$ cat src/rtl/score_display_scan.sv
// Score-to-display feeder: saturating binary-to-BCD (double-dabble, one step per clock)
// followed by a free-running 4-digit anode scan with optional leading-zero blanking.
`timescale 1ns/1ps
module score_display_scan #(
    parameter int REFRESH_DIV = 100000,
    parameter bit BLANK_LZ    = 1'b1
) (
    input  logic        clk,
    input  logic        rst,
    input  logic [13:0] score,
    input  logic        load,
    output logic        busy,
    output logic [3:0]  num,
    output logic [3:0]  an
);

    localparam logic [1:0] S_IDLE   = 2'd0;
    localparam logic [1:0] S_CONV   = 2'd1;
    localparam logic [1:0] S_COMMIT = 2'd2;

    localparam int            CW      = $clog2(REFRESH_DIV);
    localparam logic [CW-1:0] CNT_MAX = CW'(REFRESH_DIV - 1);

    logic [1:0]    r_state;
    logic [3:0]    r_iter;
    logic [29:0]   r_shift;
    logic          r_pending;
    logic [13:0]   r_pend_val;
    logic [15:0]   r_digits;
    logic [CW-1:0] r_cnt;
    logic [1:0]    r_slot;

    logic [13:0]   w_score_sat;
    logic [29:0]   w_adj;
    logic [3:0]    w_digit;
    logic          w_lz;
    logic [3:0]    w_slot_num;

    assign w_score_sat = (score > 14'd9999) ? 14'd9999 : score;
    assign busy        = (r_state != S_IDLE);

    // BCD field occupies r_shift[29:14]; correct each nibble before the shift.
    always_comb begin
        w_adj = r_shift;
        for (int unsigned i = 0; i < 4; i++) begin
            if (r_shift[14 + 4*i +: 4] >= 4'd5) begin
                w_adj[14 + 4*i +: 4] = r_shift[14 + 4*i +: 4] + 4'd3;
            end
        end
    end

    always_ff @(posedge clk) begin
        if (rst) begin
            r_state    <= S_IDLE;
            r_iter     <= '0;
            r_shift    <= '0;
            r_pending  <= 1'b0;
            r_pend_val <= '0;
            r_digits   <= '0;
        end else begin
            case (r_state)
                S_IDLE: begin
                    if (load) begin
                        r_shift   <= {16'h0000, w_score_sat};
                        r_iter    <= '0;
                        r_pending <= 1'b0;
                        r_state   <= S_CONV;
                    end else if (r_pending) begin
                        r_shift   <= {16'h0000, r_pend_val};
                        r_iter    <= '0;
                        r_pending <= 1'b0;
                        r_state   <= S_CONV;
                    end
                end
                S_CONV: begin
                    r_shift <= w_adj << 1;
                    r_iter  <= r_iter + 4'd1;
                    if (r_iter == 4'd13) begin
                        r_state <= S_COMMIT;
                    end
                end
                S_COMMIT: begin
                    r_digits <= r_shift[29:14];
                    r_state  <= S_IDLE;
                end
                default: r_state <= S_IDLE;
            endcase
            // Requests arriving mid-conversion are queued; newest overwrites.
            if (load && (r_state != S_IDLE)) begin
                r_pending  <= 1'b1;
                r_pend_val <= w_score_sat;
            end
        end
    end

    always_comb begin
        w_digit = r_digits[{r_slot, 2'b00} +: 4];
        case (r_slot)
            2'd1:    w_lz = (r_digits[15:4]  == '0);
            2'd2:    w_lz = (r_digits[15:8]  == '0);
            2'd3:    w_lz = (r_digits[15:12] == '0);
            default: w_lz = 1'b0;
        endcase
        w_slot_num = (BLANK_LZ && w_lz) ? 4'hF : w_digit;
    end

    always_ff @(posedge clk) begin
        if (rst) begin
            r_cnt  <= '0;
            r_slot <= '0;
            an     <= 4'b1110;
            num    <= 4'h0;
        end else begin
            if (r_cnt == CNT_MAX) begin
                r_cnt  <= '0;
                r_slot <= r_slot + 2'd1;
            end else begin
                r_cnt <= r_cnt + 1'b1;
            end
            an  <= ~(4'b0001 << r_slot);
            num <= w_slot_num;
        end
    end

endmodule

$ cat config.mk
export PLATFORM = sky130hd
export DESIGN_NAME = score_display_scan
export DESIGN_NICKNAME = d
export VERILOG_FILES = /design/src/rtl/score_display_scan.sv
export SDC_FILE = /design/constraint.sdc
export NUM_CORES = 1
export LEC_CHECK = 0
export CAP_MARGIN = 20
export CORE_AREA = 3 3 100 83
export CTS_CLUSTER_SIZE = 10
export DETAILED_ROUTE_END_ITERATION = 6
export DIE_AREA = 0 0 103 86
export GPL_ROUTABILITY_DRIVEN = 0
export PLACE_DENSITY = 0.84
export SLEW_MARGIN = 25
export SYNTH_ARGS = -nofsm -noshare
export SYNTH_HDL_FRONTEND = slang
export SYNTH_SLANG_ARGS = --single-unit
$ cat constraint.sdc
create_clock -name clk -period 1.94 [get_ports clk]
set_clock_uncertainty 0.05 [all_clocks]
set_input_delay 0.194 -clock clk [delete_from_list [all_inputs] [get_ports clk]]
set_output_delay 0.194 -clock clk [all_outputs]
set_load 0.005 [all_outputs]
==> summary.txt, run 1 <==
Status
  – Status: finished, final reports clean

Final layout
  – Diodes inserted: 0
  – Share of cells above drive strength 1: 11.4%
  – Most common cell after layout, fill and taps aside: dfxtp_1
  – Area grow syn2layout: 14.5%
  – Nets: 544
  – Most frequent cells in the layout: dfxtp_1 (92), nand2_1 (58), a21oi_1 (42), nor2_1 (37), clkdlybuf4s50_1 (24)

Timing
  – Tcrit/Tclk final: 93.7%
  – Final Hold Violating Endpoints: 0
  – Post-layout min period: 1.82 ns
  – Final WS setup: 0.123 ns
  – Final Max Tran Viols: 0
  – Max-Slew Margin vs Limit: 58.5%
  – Setup TNS: 0 ns
  – RSZ-0062 raised after global routing: no
  – Worst-Margin Slew: 0.619 ns
  – Final setup vio count: 0
  – F_max: 0.550 GHz

Synth
  – Cell Area, Synth: 4270 µm²
  – Post-synthesis net count: 511
  – Post-synth top flop: dfxtp_1
  – Sequential area share after synthesis: 44.0%
  – Yosys reg bits: 94
  – EDFF count, synth: 0
  – Mapped Avg Cell Area: 8.94 µm²
  – Cells after Synth: 478
  – Ys Warns: 0
  – Asr flop ratio synth: 0%
  – Synth cell types: 49

Die
  – Initial Utilization: 58.1%
  – CORE AREA: 7360 µm²
  – Ports: 26
  – Die area: 8860 µm²
  – Rows: 28
  – Die Wd: 103 µm
  – Die height: 86 µm

Power
  – Psw: 0.000967 W
  – Sw frac: 27.0%
  – Fraction of power consumed by sequential logic: 56.5%
  – Cell Pwr Density: 731 nW/µm²
  – Clock network power share: 34.5%
  – Combinational power share: 9.0%
  – Leakage power: 1.77 nW
  – Int Power: 0.00261 W
  – Worst vdd ir: 0.000561 V

GRT
  – Global route hottest layer: met2
  – Grt met2 use: 39.1%
  – First-pass GRT wire length: 17200 µm
  – Grt met3 use: 4.96%
  – Grt total ovfl: 0
  – GRT Util Overall: 24.5%
  – Largest net degree at the start of global routing: 23
  – Initial antenna violation count: 0
  – Vias in the first global route: 3671
  – Met1 usage: 33.2%

CTS
  – Number of H-tree levels: 3
  – CTS Root Cell: clkbuf_8
  – Post-CTS setup buffers: 0
  – Hold_buf cts: 0
  – Clock Pin Slew Worst Setup and Hold Paths: 0.10 ns
  – TritonCTS Buffers: 9
  – Cts repair resizes: 1
  – CTS max path bufs: 2
  – Worst-skew pair later-pin latency: 0.36 ns
  – Clock sink total: 94
  – CTS tree: done

Setup path
  – Crit Path Max Fanout: 10
  – FF-to-FF path depth: 6
  – Worst Setup SP: r_state[1]$_SDFFE_PP0P_
  – Worst setup SP type: flip-flop
  – Critical Path AT: 1.57 ns
  – Critical R2R Launch: r_cnt[1]$_SDFF_PP0_
  – Required time of the worst setup path: 1.70 ns
  – Capture point of the worst reg-to-reg path: r_cnt[9]$_SDFF_PP0_
  – Critical Path End: busy
  – R2R Setup Slk: 0.18 ns
  – Crit end category: primary output
  – Critical path class: flip-flop to primary output

Routing
  – DRC viols: 0
  – Initial DRC count: 322
  – Drt pass-1 iters: 5
  – Vias: 3733
  – WL per Instance: 16.6 µm
  – DR vias/cell: 6.16
  – DRT Wirelength: 10100 µm
  – ANT nets after route: 0

Place
  – Place WS: 0.0183 ns
  – I/O Buffers: 25
  – Dpl hpwl: 7290 µm

Hold path
  – Min-delay worst type: input port to flip-flop

Run
  – Max Cap Violations: 0
[cell type report]
class,count,area [µm²]
Fill cell,545,2460
Multi-Input combinational cell,341,2220
Sequential cell,94,1880
Timing Repair Buffer,48,430
Clock buffer,9,124
Tap cell,90,113
Clock inverter,7,65.1
Inverter,17,63.8
[cells by family after synthesis]
| logic type | Yosys count | synth area share [%] |
|---|---|---|
| compound gates | 114 | 18.2 |
| xor+xnor | 23 | 4.71 |
| fa+ha+maj | 16 | 4.68 |
| buf+inv | 43 | 4.13 |
| flops | 94 | 44.0 |
| mux | 12 | 4.07 |
| simple gates | 176 | 20.2 |
[routing by layer]
metal | vias to the layer above | share of wire (%)
met5 | - | 0
li1 | 1790 | -
met1 | 1804 | 45
met2 | 123 | 48
met4 | 0 | 1.7
met3 | 16 | 5.5
[flip-flops by register name, indices dropped and copies added, names as in the netlist]
register    cells
r_iter          4
r_slot          2
num             4
r_pend_val     14
r_shift        30
r_pending       1
an              4
r_state         2
r_cnt          17
r_digits       16
[critical path: stages, from the launching register on]
cell             delay, ns
dfxtp_2               0.45
nor2_1                0.09
inv_1                 0.14
clkdlybuf4s50_1       0.52
[stage by stage]
| step | util [%] | cell area, µm² | instances | hold WS [ns] | power (W) |
|---|---|---|---|---|---|
| 6_report | 66.5 | 4900 | 606 | 0.161 | 0.00358 |
| 5_1_grt | 66.5 | 4900 | 606 | 0.130 | 0.00372 |
| 4_1_cts | 66.5 | 4890 | 606 | 0.149 | 0.00358 |
| 3_5_place_dp | 63.9 | 4700 | 590 | 0.397 | 0.00238 |
| 3_3_place_gp | 63.9 | 4700 | 590 | 0.392 | 0.00236 |
| 2_1_floorplan | - | 4270 | 478 | 0.280 | 0.00224 |
[cell usage after synthesis, drive strengths merged, types with 2 or more instances]
cell,number,area [µm²]
or2,2,12.5
or3,4,25.0
xor2,9,78.8
o221ai,5,43.8
mux2i,5,50.1
o211ai,2,15.0
o221a,7,78.8
ha,16,200
or4b,2,23.8
and4,2,17.5
inv,16,60.1
dfxtp,94,1880
clkbuf,20,75.1
a22oi,7,52.6
nand4,12,75.1
nand3,16,80.1
xnor2,14,123
mux2,3,33.8
a22o,9,78.8
mux4,4,90.1
a21oi,42,210
nand2,58,218
a221oi,16,140
nor2,37,139
and3,4,25.0
nand2b,5,31.3
nor2b,9,56.3
nor3,13,65.1
o21a,5,37.5
o21ai,16,80.1
buf,6,37.5
nor4,7,58.8
[power by group through the flow]
stage               combinational [W]  sequential (W)  clock, W
finish                       0.000322         0.00202   0.00124
global route                 0.000353         0.00203   0.00134
CTS                          0.000319         0.00202   0.00125
detailed placement           0.000318         0.00206         0
global placement             0.000303         0.00206         0
floorplan                    0.000192         0.00205         0
[how the worst min path moves through the flow]
stage	startpoint	endpoint	slack, ns	cells past startpoint
finish	rst	an[0]$_SDFF_PP0_	0.16	2
global route	rst	an[0]$_SDFF_PP0_	0.13	2
CTS	rst	an[0]$_SDFF_PP0_	0.15	2
detailed placement	r_pend_val[13]$_SDFFE_PP0P_	r_pend_val[13]$_SDFFE_PP0P_	0.40	2
global placement	r_shift[11]$_SDFFE_PP0P_	r_shift[12]$_SDFFE_PP0P_	0.39	2
floorplan	score[13]	r_pend_val[13]$_SDFFE_PP0P_	0.28	2
Power figures use the tool's default switching activity.
==> inputs of run 2 (changes only) <==
CTS_BUF_LIST = sky130_fd_sc_hd__clkbuf_4 sky130_fd_sc_hd__clkbuf_8 sky130_fd_sc_hd__clkbuf_16   (was default)
==> results of run 2 <==
No change in the layout: final DEF, timing and power equal those of run 1.
==> inputs of run 3 (changes only) <==
CORE_AREA = 3 3 95 88   (was 3 3 100 83)
DIE_AREA = 0 0 98 91   (was 0 0 103 86)
==> run 3 against run 2 <==
Global-route usage decreased by 2.4 points; non-clock buffer count unchanged; critical path depth unchanged; first-iteration DRC count decreased by 37%; die area increased by 0.68%.
==> summary.txt, run 3 (synthesis results as in run 1) <==
Power
  – Leakage power: 1.77 nW (+0.46%)
  – Psw: 0.000891 W (-7.9%)
  – Combinational power share: 8.7% (-0.3 points)
  – Int Power: 0.00276 W (+5.9%)
  – Clock network power share: 36.1% (+1.6 points)
  – Sw frac: 24.4% (-2.7 points)
  – Cell Pwr Density: 743 nW/µm² (+1.7%)
  – Fraction of power consumed by sequential logic: 55.2% (-1.3 points)
  – Worst vdd ir: 0.000554 V (-1.3%)

Timing
  – Final setup vio count: 0 (unchanged)
  – Max-Slew Margin vs Limit: 56.7% (-1.7 points)
  – Final Hold Violating Endpoints: 0 (unchanged)
  – Hold_ws: 0.0596 ns (-0.101 ns)
  – Final Max Tran Viols: 0 (unchanged)
  – Tcrit/Tclk final: 96.9% (+3.3 points)
  – Setup TNS: 0 ns (unchanged)
  – F_max: 0.532 GHz (-3.4%)
  – RSZ-0062 raised after global routing: no
  – Worst-Margin Slew: 0.645 ns (+0.0260 ns)
  – Post-layout min period: 1.88 ns (+0.0635 ns)

Place
  – I/O Buffers: 25 (unchanged)
  – Post-Place Cell Area: 4710 µm² (+0.16%)
  – Dpl hpwl: 6790 µm (-6.8%)

Setup path
  – Worst setup SP type: flip-flop
  – CP max stage cell: clkdlybuf4s50_1
  – Required time of the worst setup path: 1.70 ns (about the same)
  – Crit Path Max Fanout: 7 (-3)
  – CP max stage delay: 0.54 ns (+0.02 ns)
  – Critical path, cell by cell: nor2_1 > inv_1 > clkdlybuf4s50_1
  – Critical Path AT: 1.64 ns (+0.07 ns)
  – Critical path class: flip-flop to primary output
  – Crit end category: primary output

Die
  – Die height: 91 µm (+5.8%)
  – Rows: 30 (+7.1%)
  – Ports: 26 (unchanged)
  – Die area: 8920 µm² (+0.68%)
  – CORE AREA: 7470 µm² (+1.5%)
  – Die Wd: 98 µm (-4.9%)
  – Initial Utilization: 57.2% (-0.88 points)

GRT
  – Largest net degree at the start of global routing: 26 (+13%)
  – GRT Util Overall: 22.1% (-2.4 points)
  – Vias in the first global route: 3567 (-2.8%)
  – Initial antenna violation count: 0 (unchanged)
  – Grt total ovfl: 0 (unchanged)
  – First-pass GRT wire length: 16600 µm (-3.8%)

CTS
  – Clock Pin Slew Worst Setup and Hold Paths: 0.09 ns (about the same)
  – CTS max path bufs: 2 (unchanged)
  – Number of H-tree levels: 3 (unchanged)
  – Clock sink total: 94 (unchanged)
  – Cts repair resizes: 1 (unchanged)
  – Post-CTS setup buffers: 0 (unchanged)
  – Hold_buf cts: 0 (unchanged)
  – CTS tree: done
  – Worst-skew pair later-pin latency: 0.35 ns (about the same)
  – CTS Root Cell: clkbuf_8
  – TritonCTS Buffers: 9 (unchanged)

Final layout
  – Area grow syn2layout: 15.0%
  – Most frequent cells in the layout: dfxtp_1 (93), nand2_1 (58), a21oi_1 (42), nor2_1 (37), clkdlybuf4s50_1 (24)
  – Post-route design area: 4920 µm² (+0.43%)
  – Largest registers: r_shift (30), r_cnt (17), r_digits (16)
  – Share of cells above drive strength 1: 11.2% (-0.19 points)
  – Largest register FFs: 30 (unchanged)
  – Reg with most FFs: r_shift
  – Nets: 544 (unchanged)
  – Fillers: 585 (+7.3%)
  – Diodes inserted: 0 (unchanged)
  – Most common cell after layout, fill and taps aside: dfxtp_1

Run
  – Max Cap Violations: 0 (unchanged)

Routing
  – DR vias/cell: 6.03 (-2.1%)
  – Vias: 3689 (-1.2%)
  – Initial DRC count: 202 (-37%)
  – DRT Wirelength: 9580 µm (-5.0%)
  – Sum of routed wire segments on met1: 4280 µm (-5.5%)
  – ANT nets after route: 0 (unchanged)
  – Drt pass-1 iters: 5 (unchanged)
  – Met3 routed WL: 522 µm (-5.6%)
  – WL per Instance: 15.6 µm (-5.9%)
  – DRC viols: 0 (unchanged)
  – Top Layer Used: met4
  – Met2 wire length: 4630 µm (-4.1%)

Hold path
  – Min-delay worst type: input port to flip-flop

Status
  – Status: finished, final reports clean
## run 3: cell types whose count changed in the layout (fill, tap and decap cells not counted), sizes merged
| cell | delta |
|---|---|
| bufinv | +1 |
| clkbuf | +2 |
| inv | -3 |
## run 3: final cells by class
cell class	count	area, µm²	share of cell area, %
clock inverters	5	58.8	1.20
flip-flops and latches	94	1880	38.3
inverters	17	63.8	1.30
multi-input cells	341	2220	45.1
clock buffers	11	145	2.95
well taps	96	120	2.44
repair buffers	48	430	8.75
## run 3: layer usage
metal	vias to the layer above	global-route usage, %
met5	-	0
met4	0	6.81
met3	13	4.53
met2	116	37.5
met1	1777	28.3
li1	1783	-
## run 3: per-stage QoR
stage	setup slack [ns]	utilization [%]	total power (W)	instances
final	0.0594	65.8	0.00366	612
after global routing	0.0155	65.8	0.00380	612
after CTS	0.0596	65.8	0.00368	612
after detailed placement	0.0278	63.1	0.00237	596
after global placement	0.0763	63.1	0.00236	596
after floorplan	0.166	-	0.00224	478
## run 3: path summary, 6_finish.rpt
| path | start | endpoint | slack [ns] | cells past startpoint |
|---|---|---|---|---|
| worst max-delay path | r_state[0]$_SDFFE_PP0P_ | busy | 0.06 | 3 |
| worst min-delay path | rst | r_shift[29]$_SDFFE_PP0P_ | 0.06 | 2 |
| worst max register to register | r_cnt[1]$_SDFF_PP0_ | r_cnt[8]$_SDFF_PP0_ | 0.20 | 6 |
| worst min register to register | r_pend_val[11]$_SDFFE_PP0P_ | r_pend_val[11]$_SDFFE_PP0P_ | 0.41 | 2 |
## run 3: worst max-delay path, delay by kind of cell (launching register included)
family                 cells  cell delay [ns]
flip-flops                 1             0.49
buffers and inverters      2             0.71
AND/OR/NAND/NOR            1             0.10
## run 3: power by group through the flow
stage | Clock [W] | Sequential [W] | Combinational (W)
global placement | 0 | 0.00206 | 0.000304
detailed placement | 0 | 0.00206 | 0.000314
floorplan | 0 | 0.00205 | 0.000192
global route | 0.00143 | 0.00202 | 0.000350
CTS | 0.00135 | 0.00202 | 0.000316
finish | 0.00132 | 0.00202 | 0.000319
==> edit (settings of run 2) <==
Add an input register stage for `score` and `load`, with the module's reset; this delays them by one clock.
--- a/src/rtl/score_display_scan.sv
+++ b/src/rtl/score_display_scan.sv
@@ -23,2 +23,15 @@
 
+    logic [13:0] score_q;
+    logic load_q;
+
+    always_ff @(posedge clk) begin
+        if (rst) begin
+            score_q <= '0;
+            load_q  <= '0;
+        end else begin
+            score_q <= score;
+            load_q  <= load;
+        end
+    end
+
     logic [1:0]    r_state;
@@ -38,3 +51,3 @@
 
-    assign w_score_sat = (score > 14'd9999) ? 14'd9999 : score;
+    assign w_score_sat = (score_q > 14'd9999) ? 14'd9999 : score_q;
     assign busy        = (r_state != S_IDLE);
@@ -62,3 +75,3 @@
                 S_IDLE: begin
-                    if (load) begin
+                    if (load_q) begin
                         r_shift   <= {16'h0000, w_score_sat};
@@ -88,3 +101,3 @@
             // Requests arriving mid-conversion are queued; newest overwrites.
-            if (load && (r_state != S_IDLE)) begin
+            if (load_q && (r_state != S_IDLE)) begin
                 r_pending  <= 1'b1;
Check against the original RTL: not equivalent (a bounded check fails within 4 cycles, from zero or initial values and one cycle with rst high).
==> edit against run 2 <==
  * Final area increased by 6.6%
  * Power increased by 7.6%
  * Setup slack improved by 0.0093 ns
  * Largest power group unchanged
  * Area after synthesis increased by 9.2%
  * Sequential power increased by 15%
  * Combinational power decreased by 21%
  * Wire length decreased by 3.9%
  * Register-to-register slack got worse by 0.05 ns
  * Sequential cell count increased by 15
  * Critical path type is now register to register
==> edit: results (changes against run 2) <==
Clock latency on the worst-skew pair, taken at its later pin, is 0.37 ns. The run gives 16,500 um (-4.1%) as the wire length of the first global-routing pass. The average footprint of a synthesized cell came out at 9.01 um2 (+0.73%). For the total placed cells including tap cells, the log shows 621 (+5.3%).

The largest net degree at the start of global routing was 68 (+200%); the detail-routed net length per standard cell was 15.2 um (-8.4%). The post-CTS setup repair buffer count is 0 (unchanged), and the total wire length is 9690 um (-3.9%). The worst hold-check path type is input port to register. The tools report the count of different cell masters after synthesis as 46 (-6.1%). The flow ran to the end, and the final reports show no timing, DRC or antenna violations. For the total via count in the routed design, the log shows 3,801 (+1.8%). The final count of hold timing violations was 0 (unchanged).

The share of cells above drive strength 1 was 8.79% (-2.6 points). The top fanout value on the critical path was 5 (-5); the maximum vdd drop was 0.496 mV (-12%). The tools report the relative max-transition margin as 58.4% (-0.068 points). By count the netlist is led by dfxtp_1, nand2_1, nor2_1, a21oi_1, o21ai_0. The number of warnings printed during yosys synthesis was 0 (unchanged). After synthesis, the cell types taking the most area are dfxtp_1, a21oi_1, nand2_1, ha_1, nor2_1. The root buffer cell chosen for the clock tree is clkbuf_8. The residual overflow from global routing came out at 0 (unchanged).

HPWL reported at the end of detailed placement: 6740 um (-7.5%). The number of optimization iterations in the first detailed-route pass is 5 (unchanged), and the async set-reset flop share out of synthesis is 0% (unchanged). The DRC marker count from the first detailed-route iteration was 308 (-4.3%); the signal arrival time at the worst endpoint was 2.03 ns (+0.46 ns). The buffer depth of the longest clock path is 2 (unchanged). The number of antenna violations at the first check in global routing was 0 (unchanged); the path depth of the worst reg2reg path was 5 (-1). The logs give 0 ns (unchanged) for the final-layout setup total negative slack and 575 (+5.7%) for the final net count. The number of global-route vias before repair was 3,581 (-2.5%).

The overall fraction of global-route tracks in use is 23.2% (-1.3 points). The logs give 0 (unchanged) for the antenna diode count and 551 (+7.8%) for the net count after synthesis. For the static power due to leakage, the log shows 1.84 nW (+4.3%).

The run gives 46.8% (+2.7 points) as the sequential area share after synthesis.
==> edit: cell types whose count changed after synthesis, sizes merged, moves of 5 or more <==
cell    change
o21ai       +8
o221a       -7
buf         +7
o22ai       +7
dfxtp      +15
clkbuf      -7
a22oi       +5
nor2b       +9
a211oi      +9
a221oi     -16
nor2       +17
==> edit: area by class of cell <==
cell class | instances | area, um2
clock buffers | 9 | 124
clock inverters | 6 | 56.3
fillers | 572 | 2140
inverters | 15 | 56.3
multi-input cells | 368 | 2320
flip-flops and latches | 109 | 2180
well taps | 90 | 113
repair buffers | 39 | 363
==> edit: logic make-up after synthesis <==
| logic type | count (synthesis) | share of synthesized area, % |
|---|---|---|
| AND/OR/NAND/NOR | 203 | 21.7 |
| multiplexers | 14 | 4.10 |
| buffers and inverters | 41 | 3.70 |
| flip-flops | 109 | 46.8 |
| AO/OA/AOI/OAI | 114 | 15.4 |
| XOR/XNOR | 21 | 3.94 |
| adder cells (fa/ha/maj) | 16 | 4.29 |
==> edit: report_power, final <==
part	switching, mW	total (mW)	internal (mW)
sequential	0.0434	2.33	2.28
clock	0.781	1.27	0.487
combinational	0.148	0.253	0.105
total	0.973	3.85	2.88
==> edit: worst paths after layout <==
path / startpoint / end / slack, ns
hold reg to reg: r_pend_val[7] / r_pend_val[7] / 0.41
setup reg to reg: r_cnt[0] / r_slot[0] / 0.13
setup / recovery: r_cnt[0] / r_slot[0] / 0.13
hold / removal: rst / r_shift[25] / 0.14
==> edit: critical path: stages (launching register included) <==
cell and delay (ns):
dfxtp_1 0.39, ha_1 0.25, and3_2 0.25, nand4_2 0.17, nor4_4 0.23, mux2_2 0.37
==> edit: through the flow <==
stage / instance area (um2) / worst slack, ns / total power, mW
3_5_place_dp: 5020 / 0.0887 / 2.63
6_report: 5220 / 0.132 / 3.85
4_1_cts: 5210 / 0.0399 / 3.87
5_1_grt: 5220 / 0.0208 / 4.01
2_1_floorplan: 4670 / 0.246 / 2.52
3_3_place_gp: 5020 / 0.185 / 2.61
==> edit: what timing repair did <==
| item | 4_1_cts | 5_1_grt |
|---|---|---|
| setup endpoints to repair | 1 | 2 |
| hold endpoints to repair | 0 | 0 |
| gates resized for setup | 2 | 2 |
==> edit: metal layers <==
| metal | track usage (%) | wire length (um) |
|---|---|---|
| met2 | 37.4 | 4620 |
| met1 | 31.3 | 4390 |
| met4 | 5.41 | 129 |
| met5 | 0 | 0 |
| met3 | 6.02 | 548 |
